## src/rtl/uart_rx_fifo.sv

```systemverilog
`default_nettype none
// ============================================================================
// Module   : uart_rx_fifo
// Brief    : UART receiver (majority-vote mid-bit sampler) feeding a
//            show-ahead receive FIFO. Define UART_RX_PARITY_EN for parity.
// Revision : 1.0 - initial release
// ============================================================================
module uart_rx_fifo #(
    parameter int CLKS_PER_BIT = 5208,
    parameter int DATA_BITS    = 8,
    parameter int STOP_BITS    = 1,
    parameter int FIFO_DEPTH   = 4,
    parameter int PARITY_ODD   = 0
) (
    input  logic                 clk,
    input  logic                 reset,
    input  logic                 rx,
    input  logic                 rd_en,
    output logic [DATA_BITS-1:0] rd_data,
    output logic                 rx_valid,
    output logic                 fifo_full,
    output logic                 frame_err,
    output logic                 parity_err,
    output logic                 overrun
);

    localparam int              c_BW        = $clog2(CLKS_PER_BIT);
    localparam int              c_AW        = $clog2(FIFO_DEPTH);
    localparam int              c_PW        = c_AW + 1;
    localparam logic [c_BW-1:0] c_CNT_LAST  = c_BW'(CLKS_PER_BIT - 1);
    localparam logic [c_BW-1:0] c_SAMPLE_0  = c_BW'(CLKS_PER_BIT / 2 - 1);
    localparam logic [c_BW-1:0] c_SAMPLE_1  = c_BW'(CLKS_PER_BIT / 2);
    localparam logic [c_BW-1:0] c_DECIDE    = c_BW'(CLKS_PER_BIT / 2 + 1);
    localparam logic [3:0]      c_DATA_LAST = 4'(DATA_BITS - 1);
    localparam logic [3:0]      c_STOP_LAST = 4'(STOP_BITS - 1);

    typedef enum logic [2:0] {
        S_IDLE   = 3'd0,
        S_START  = 3'd1,
        S_DATA   = 3'd2,
        S_PARITY = 3'd3,
        S_STOP   = 3'd4,
        S_BREAK  = 3'd5
    } state_t;

    state_t               r_state;
    logic [c_BW-1:0]      r_bcnt;
    logic [3:0]           r_bitn;
    logic                 r_v0;
    logic                 r_v1;
    logic [DATA_BITS-1:0] r_shreg;
    logic                 r_frame_err;
    logic                 r_overrun;

    logic                 r_sync1;
    logic                 r_rxs;
    logic                 r_rxs_prev;
    logic [1:0]           r_live;

    logic                 w_fall;
    logic                 w_decide;
    logic                 w_vote;
    logic                 w_pop;
    logic                 w_good;
    logic                 w_push;
    logic                 w_overrun;
    logic                 w_par_bad;

    logic [DATA_BITS-1:0] r_mem [FIFO_DEPTH];
    logic [c_PW-1:0]      r_wr_ptr;
    logic [c_PW-1:0]      r_rd_ptr;
    logic [c_PW-1:0]      w_wr_next;
    logic [c_PW-1:0]      w_rd_next;
    logic [DATA_BITS-1:0] w_head;
    logic [DATA_BITS-1:0] r_rd_data;
    logic                 r_valid;
    logic                 r_full;

`ifdef UART_RX_PARITY_EN
    localparam logic c_PAR_ODD = (PARITY_ODD != 0);
    logic r_par_bad;
    logic r_parity_err;
    assign w_par_bad  = r_par_bad;
    assign parity_err = r_parity_err;
`else
    logic w_unused_parity;
    assign w_unused_parity = (PARITY_ODD != 0);
    assign w_par_bad       = 1'b0;
    assign parity_err      = 1'b0;
`endif

    // r_live qualifies r_rxs_prev so a line held low across reset release
    // is not mistaken for a start edge.
    always_ff @(posedge clk or negedge reset) begin
        if (!reset) begin
            r_sync1    <= 1'b1;
            r_rxs      <= 1'b1;
            r_rxs_prev <= 1'b0;
            r_live     <= 2'b00;
        end else begin
            r_sync1    <= rx;
            r_rxs      <= r_sync1;
            r_live     <= {r_live[0], 1'b1};
            r_rxs_prev <= r_rxs & r_live[1];
        end
    end

    assign w_fall    = r_rxs_prev & ~r_rxs;
    assign w_decide  = (r_bcnt == c_DECIDE);
    assign w_vote    = (r_v0 & r_v1) | (r_v0 & r_rxs) | (r_v1 & r_rxs);
    assign w_pop     = rd_en & r_valid;
    assign w_good    = (r_state == S_STOP) & w_decide & w_vote
                     & (r_bitn == c_STOP_LAST) & ~w_par_bad;
    assign w_push    = w_good & (~r_full | w_pop);
    assign w_overrun = w_good & r_full & ~w_pop;

    always_ff @(posedge clk or negedge reset) begin
        if (!reset) begin
            r_state      <= S_IDLE;
            r_bcnt       <= '0;
            r_bitn       <= '0;
            r_v0         <= 1'b1;
            r_v1         <= 1'b1;
            r_shreg      <= '0;
            r_frame_err  <= 1'b0;
            r_overrun    <= 1'b0;
`ifdef UART_RX_PARITY_EN
            r_par_bad    <= 1'b0;
            r_parity_err <= 1'b0;
`endif
        end else begin
            r_frame_err  <= 1'b0;
            r_overrun    <= 1'b0;
`ifdef UART_RX_PARITY_EN
            r_parity_err <= 1'b0;
`endif
            r_bcnt <= (r_bcnt == c_CNT_LAST) ? '0 : r_bcnt + 1'b1;
            if (r_bcnt == c_SAMPLE_0) r_v0 <= r_rxs;
            if (r_bcnt == c_SAMPLE_1) r_v1 <= r_rxs;

            case (r_state)
                S_IDLE: begin
                    if (w_fall) begin
                        r_bcnt  <= '0;
                        r_state <= S_START;
                    end
                end
                S_START: begin
                    r_bitn <= '0;
                    if (w_decide) r_state <= w_vote ? S_IDLE : S_DATA;
                end
                S_DATA: begin
                    if (w_decide) begin
                        r_shreg <= {w_vote, r_shreg[DATA_BITS-1:1]};
                        if (r_bitn == c_DATA_LAST) begin
                            r_bitn  <= '0;
`ifdef UART_RX_PARITY_EN
                            r_state <= S_PARITY;
`else
                            r_state <= S_STOP;
`endif
                        end else begin
                            r_bitn <= r_bitn + 1'b1;
                        end
                    end
                end
`ifdef UART_RX_PARITY_EN
                S_PARITY: begin
                    if (w_decide) begin
                        r_par_bad <= ^{r_shreg, w_vote, c_PAR_ODD};
                        r_state   <= S_STOP;
                    end
                end
`endif
                S_STOP: begin
                    if (w_decide) begin
                        if (!w_vote) begin
                            r_frame_err <= 1'b1;
                            r_state     <= S_BREAK;
                        end else if (r_bitn == c_STOP_LAST) begin
                            r_overrun    <= w_overrun;
`ifdef UART_RX_PARITY_EN
                            r_parity_err <= r_par_bad;
`endif
                            r_state      <= S_IDLE;
                        end else begin
                            r_bitn <= r_bitn + 1'b1;
                        end
                    end
                end
                S_BREAK: begin
                    if (r_rxs) r_state <= S_IDLE;
                end
                default: r_state <= S_IDLE;
            endcase
        end
    end

    assign w_wr_next = r_wr_ptr + c_PW'(w_push);
    assign w_rd_next = r_rd_ptr + c_PW'(w_pop);
    // A push landing in the slot that becomes the head bypasses the array.
    assign w_head    = (w_push && (w_rd_next[c_AW-1:0] == r_wr_ptr[c_AW-1:0]))
                     ? r_shreg : r_mem[w_rd_next[c_AW-1:0]];

    always_ff @(posedge clk) begin
        if (w_push) r_mem[r_wr_ptr[c_AW-1:0]] <= r_shreg;
    end

    always_ff @(posedge clk or negedge reset) begin
        if (!reset) begin
            r_wr_ptr  <= '0;
            r_rd_ptr  <= '0;
            r_valid   <= 1'b0;
            r_full    <= 1'b0;
            r_rd_data <= '0;
        end else begin
            r_wr_ptr  <= w_wr_next;
            r_rd_ptr  <= w_rd_next;
            r_valid   <= (w_wr_next != w_rd_next);
            r_full    <= (w_wr_next[c_AW] != w_rd_next[c_AW])
                      && (w_wr_next[c_AW-1:0] == w_rd_next[c_AW-1:0]);
            r_rd_data <= w_head;
        end
    end

    assign rd_data   = r_rd_data;
    assign rx_valid  = r_valid;
    assign fifo_full = r_full;
    assign frame_err = r_frame_err;
    assign overrun   = r_overrun;

endmodule
`default_nettype wire

```

## config.mk

```make
export PLATFORM = sky130hd
export DESIGN_NAME = uart_rx_fifo
export DESIGN_NICKNAME = d
export VERILOG_FILES = /design/src/rtl/uart_rx_fifo.sv
export SDC_FILE = /design/constraint.sdc
export NUM_CORES = 1
export LEC_CHECK = 0
export ABC_CLOCK_PERIOD_IN_PS = 6800
export BUFFER_PORTS_ARGS = -buffer_cell sky130_fd_sc_hd__buf_2
export CORE_AREA = 4 4 116 118
export DETAILED_ROUTE_END_ITERATION = 8
export DIE_AREA = 0 0 120 122
export HOLD_SLACK_MARGIN = 0.05
export MAX_ROUTING_LAYER = met4
export PLACE_DENSITY = 0.4
export SKIP_LAST_GASP = 1
export SLEW_MARGIN = 40
export SYNTH_ARGS = -nofsm -noshare
export SYNTH_HDL_FRONTEND = slang
export SYNTH_SLANG_ARGS = --single-unit
```

## constraint.sdc

```tcl
create_clock -name clk -period 6.8 [get_ports clk]
set_input_delay 2.04 -clock clk [delete_from_list [all_inputs] [get_ports clk]]
set_output_delay 2.04 -clock clk [all_outputs]
set_load 0.01 [all_outputs]
```

# After elaboration in Yosys (flattened, before gate mapping)
# Memory sizes are Yosys's and may differ from the RTL's. A register that Yosys moved wholly into a read port is not among the register bits.
# Index checks and enable logic that the tools add are counted.
# classes
bitwise	18
n_addsub	4
reduce_logical	8
n_eq_ne	21
mux	28
# ops
op	count
$eq A13 B12 Y1 const B	3
$mux W13	3
$mux W3	8
$mux W4	5
$ne A2 B2 Y1 const B	8
$pmux W3 S5	1
$add A13 B1 Y13 const B	1
$eq A13 B13 Y1 const B	1
$and A1 B1 Y1	12
$pmux W4 S3	1
$mux W1	9
$reduce_and A7 Y1	1
$add A3 B1 Y3	2
$eq A3 B3 Y1 const B	2
$reduce_and A5 Y1	1
$add A4 B1 Y4 const B	1
$eq A4 B3 Y1 const B	1
$logic_not A4 Y1	1
$eq A3 B1 Y1 const B	1
$eq A3 B2 Y1 const B	1
$logic_not A3 Y1	1
$ne A3 B2 Y1 const B	1
$ne A3 B3 Y1	1
$not A1 Y1	3
8 further kinds	10
# totals
wordCells	96
output_inout_bits	13
memories	1
regBits	45
input_bits	4
ramBits	32
# memory_table
memory	words	word_bits	rd	rd_clocked_by_memory_dff	write_ports	line	rtl
r_mem	4	8	1	1	1	69	logic [DATA_BITS-1:0] r_mem [FIFO_DEPTH];

# Logic depth before layout (Yosys ltp)
# depth
word_depth	11
ltp_mapped	10
mapped_depth_nobuf	10

# Worst setup path after synthesis
# Ideal clock, no wire load.
# synth_timing
path_type	input to register
startpoint	in rd_en
endpoint	reg r_rd_data[0], in the netlist rd_data[0] (read register of r_mem)
path_stages	7
required_ps	6675
n_path_buf	1
slack_ps	2626
setup_time_ps	125
arrival_time_ps	4050
path_cell_list	and2_1 > ha_1 > clkbuf_1 > xnor2_1 > nand2_1 > nor4b_4 > mux2_2
# synth_via
elab_chain_cells	2
# synth_rtl
item	line	rtl
start: declaration	18	input logic rd_en,
$and A1 B1 Y1	111	assign w_pop = rd_en & r_valid;
$add A3 B1 Y3	200	assign w_rd_next = r_rd_ptr + c_PW'(w_pop);
net w_rd_next[0]	73	logic [c_PW-1:0] w_rd_next;
end: declaration	75	logic [DATA_BITS-1:0] r_rd_data;
# The timed path passes the listed nets, and every way through them passes these cells.
# A chain may end at the register's enable or synchronous reset.

# Worst setup path after layout
# Ends and elaborated chain as after synthesis.

==> results.ini <==
[outcome]
run_status = completed

[routing]
routedWlPerCell_um = 15.1
drt_drc_violations_left = 0
routed_via_density = 4.43
route.final.wire_length_mm = 6.93
drt_iter0_markers = 101
drt-pass1-iter-count = 4
vias = 2033
antenna_left = 0

[grt]
grt_overflow_total = 0
grt_antenna_before_repair = 0
grt_max_degree = 54
wire_length_of_the_first_global_routing_pass_mm = 11.5
number_of_global_route_vias_before_repair = 2065
groute.usage.overall_pct = 10.8

[timing]
grt_setup_unrepaired = false
hold_ws_ps = 349
setup_violations = 0
finalWorstSetupSlack_ps = 2630
tightest_slew_ps = 663
slew_viol_final = 0
finClkSkew_ps = 6.76
tns_ps = 0
fmaxAchievable_mhz = 240
post-route-period-util_pct = 61.3
final_period_minus_worst_setup_slack_ps = 4170
slew_headroom_pct = 55.6
timing.final.hold_violations = 0

[worst_setup_path]
timing.critical_path.arrival_ps = 4390
worst-r2r-setup-slack_ps = 3790
cp-end-kind = flip-flop
startpoint_type = primary input
worstPathMaxFanout = 11
critical_path_class = primary input to flip-flop
worstPathRequired_ps = 7020

[die]
chipWidth_um = 120
core_region_area_sq_um = 12500
initial_utilization_pct = 29.2
core.rowCount = 41
die_h_um = 122
design.die.area_sq_um = 14600
floorplan.io_pins = 17

[yosys]
synth_edf_count = 32
syn_inst = 260
cell_area_after_synthesis_sq_um = 3640
synth.ff_latch_count = 85
count_of_distinct_cell_types_in_the_synthesized_netlist = 47
synth.yosys.seq_area_share_pct = 63.0
post-synth-top-count-cell = dfrtp_1
post-synth-top-area-cell = dfrtp_1
async_reset_ff_share_pct = 62.4
synth_commonest_cells = dfrtp_1 (49), edfxtp_1 (32), nor2_1 (20)
post_synth.cell_area_avg_sq_um = 14.0
ys_top_cells_by_area = dfrtp_1 (34%), edfxtp_1 (26%), mux2_2 (5.6%)
yosys_warnings = 0
synth_top_area_share_pct = 33.7
synth.net_count = 273
synthFlopType = dfrtp_1

[placement]
port_buffers = 15
placement.cell_area_sq_um = 3920
dp_cells = 443
dpl.hpwl_mm = 4.50
place_worst_setup_slack_ps = 2190
finalWeightedCongestion = 0.721

[finish]
utilization_pct = 34.0
drive_above_1_share_pct = 24.7
finish.cell_count_without_fillers = 459
insertedDiodeCount = 0
area.growth.synth_to_final_pct = 16.7
stdcell_area_sq_um = 4240
total_area_of_sequential_cells_sq_um = 2290
finalNetCount = 295
multi_input_area_sq_um = 1280
fill_cells = 1241

[clock_network]
clk_latency_ps = 340
numClockSinks = 85
cts_resized = 0
cts_hold_repair.buffers = 0
clk_path_buf_depth = 2
cts-buffers-inserted = 9
tritoncts = built
post-cts-setup-buffer-count = 0
clock_pin_slew_reported_for_the_worst_setup_and_hold_paths_after_clock_tree_synthesis_ps = 60
cts-root-buf = clkbuf_16
cts-htree-levels = 3

[power]
switchingPower_uw = 403
share_comb_of_total_power_pct = 21.0
internal_power_mw = 1.07
leakagePower_nw = 1.75
power-per-cell-area_nw_per_um2 = 347
total_power_mw = 1.47
p_clk_share_pct = 36.2
seq_power_share_pct = 42.8
vdd_drop_max_v = 0.000151
swShare_pct = 27.4

[job]
timing.max_cap.violations = 0

[min_path]
class_of_the_most_critical_hold_timing_path = flip-flop to flip-flop

[per-layer routing]
layer	track usage, %	up-vias	share of wire [%]	wire length (um)
met5	-	-	0	0
met4	5.80	0	2.5	170
met3	2.46	14	2.5	175
met2	14.9	23	43	3000
met1	14.8	1009	52	3580
li1	-	987	-	-
[layout make-up]
class / count / area share [%]
Sequential cell: 85 / 54.0
Multi-Input combinational cell: 159 / 30.2
Clock buffer: 9 / 5.31
Tap cell: 172 / 5.07
Timing Repair Buffer: 18 / 2.39
Clock inverter: 7 / 2.24
Inverter: 9 / 0.796
[worst max-delay path, cell delays in order]
cell,delay (ps)
buf_2,90
and2_1,180
ha_1,190
ha_1,610
xnor2_1,180
nand2_1,100
nor4b_4,590
mux2_2,410
[flip-flops by register name, summed over array words and instances (netlist names), 2 cells and up]
name,cells
r_shreg,8
r_rd_ptr,3
r_wr_ptr,3
r_bcnt,13
r_bitn,4
r_live,2
r_state,3
rd_data,8
r_mem,32
[power by group through the flow]
stage / Clock (mW) / Sequential (mW) / Combinational (mW)
6_report: 0.532 / 0.630 / 0.309
5_1_grt: 0.568 / 0.637 / 0.349
4_1_cts: 0.548 / 0.631 / 0.318
3_5_place_dp: 0 / 0.640 / 0.316
3_3_place_gp: 0 / 0.642 / 0.311
2_1_floorplan: 0 / 0.637 / 0.236
[worst paths after layout]
kind,end,start,cells past startpoint
max in group asynchronous,r_v1,reset,2
min in group asynchronous,r_bitn[3],reset,2
max,rd_data[0],rd_en,8
min reg2reg,r_live[1],r_live[0],0
min,r_live[1],r_live[0],0
max reg2reg,rx_valid,r_bcnt[4],8
[layout by cell type (no fill, tap or decap), types with 9 or more instances in the layout]
cell,synthesis,final
nor2_1,20,19
xor2_1,9,9
nand2_1,18,18
xnor2_1,11,11
buf_2,1,15
mux2_2,18,18
dfrtp_1,49,49
edfxtp_1,32,32
ha_1,9,9
clkbuf_16,0,9
nand3_1,11,11
inv_1,9,9
[cell families (layout without fill, tap and decap cells)]
kind of cell,count (synthesis),after routing,synth area share [%]
adder cells (fa/ha/maj),10,10,3.37
buffers and inverters,16,43,1.79
XOR/XNOR,20,20,4.82
flip-flops,85,85,63.0
AND/OR/NAND/NOR,84,84,13.3
AO/OA/AOI/OAI,17,17,2.93
other,2,2,0.207
multiplexers,26,26,10.5
Note: power is estimated with default switching activity, not from simulation.
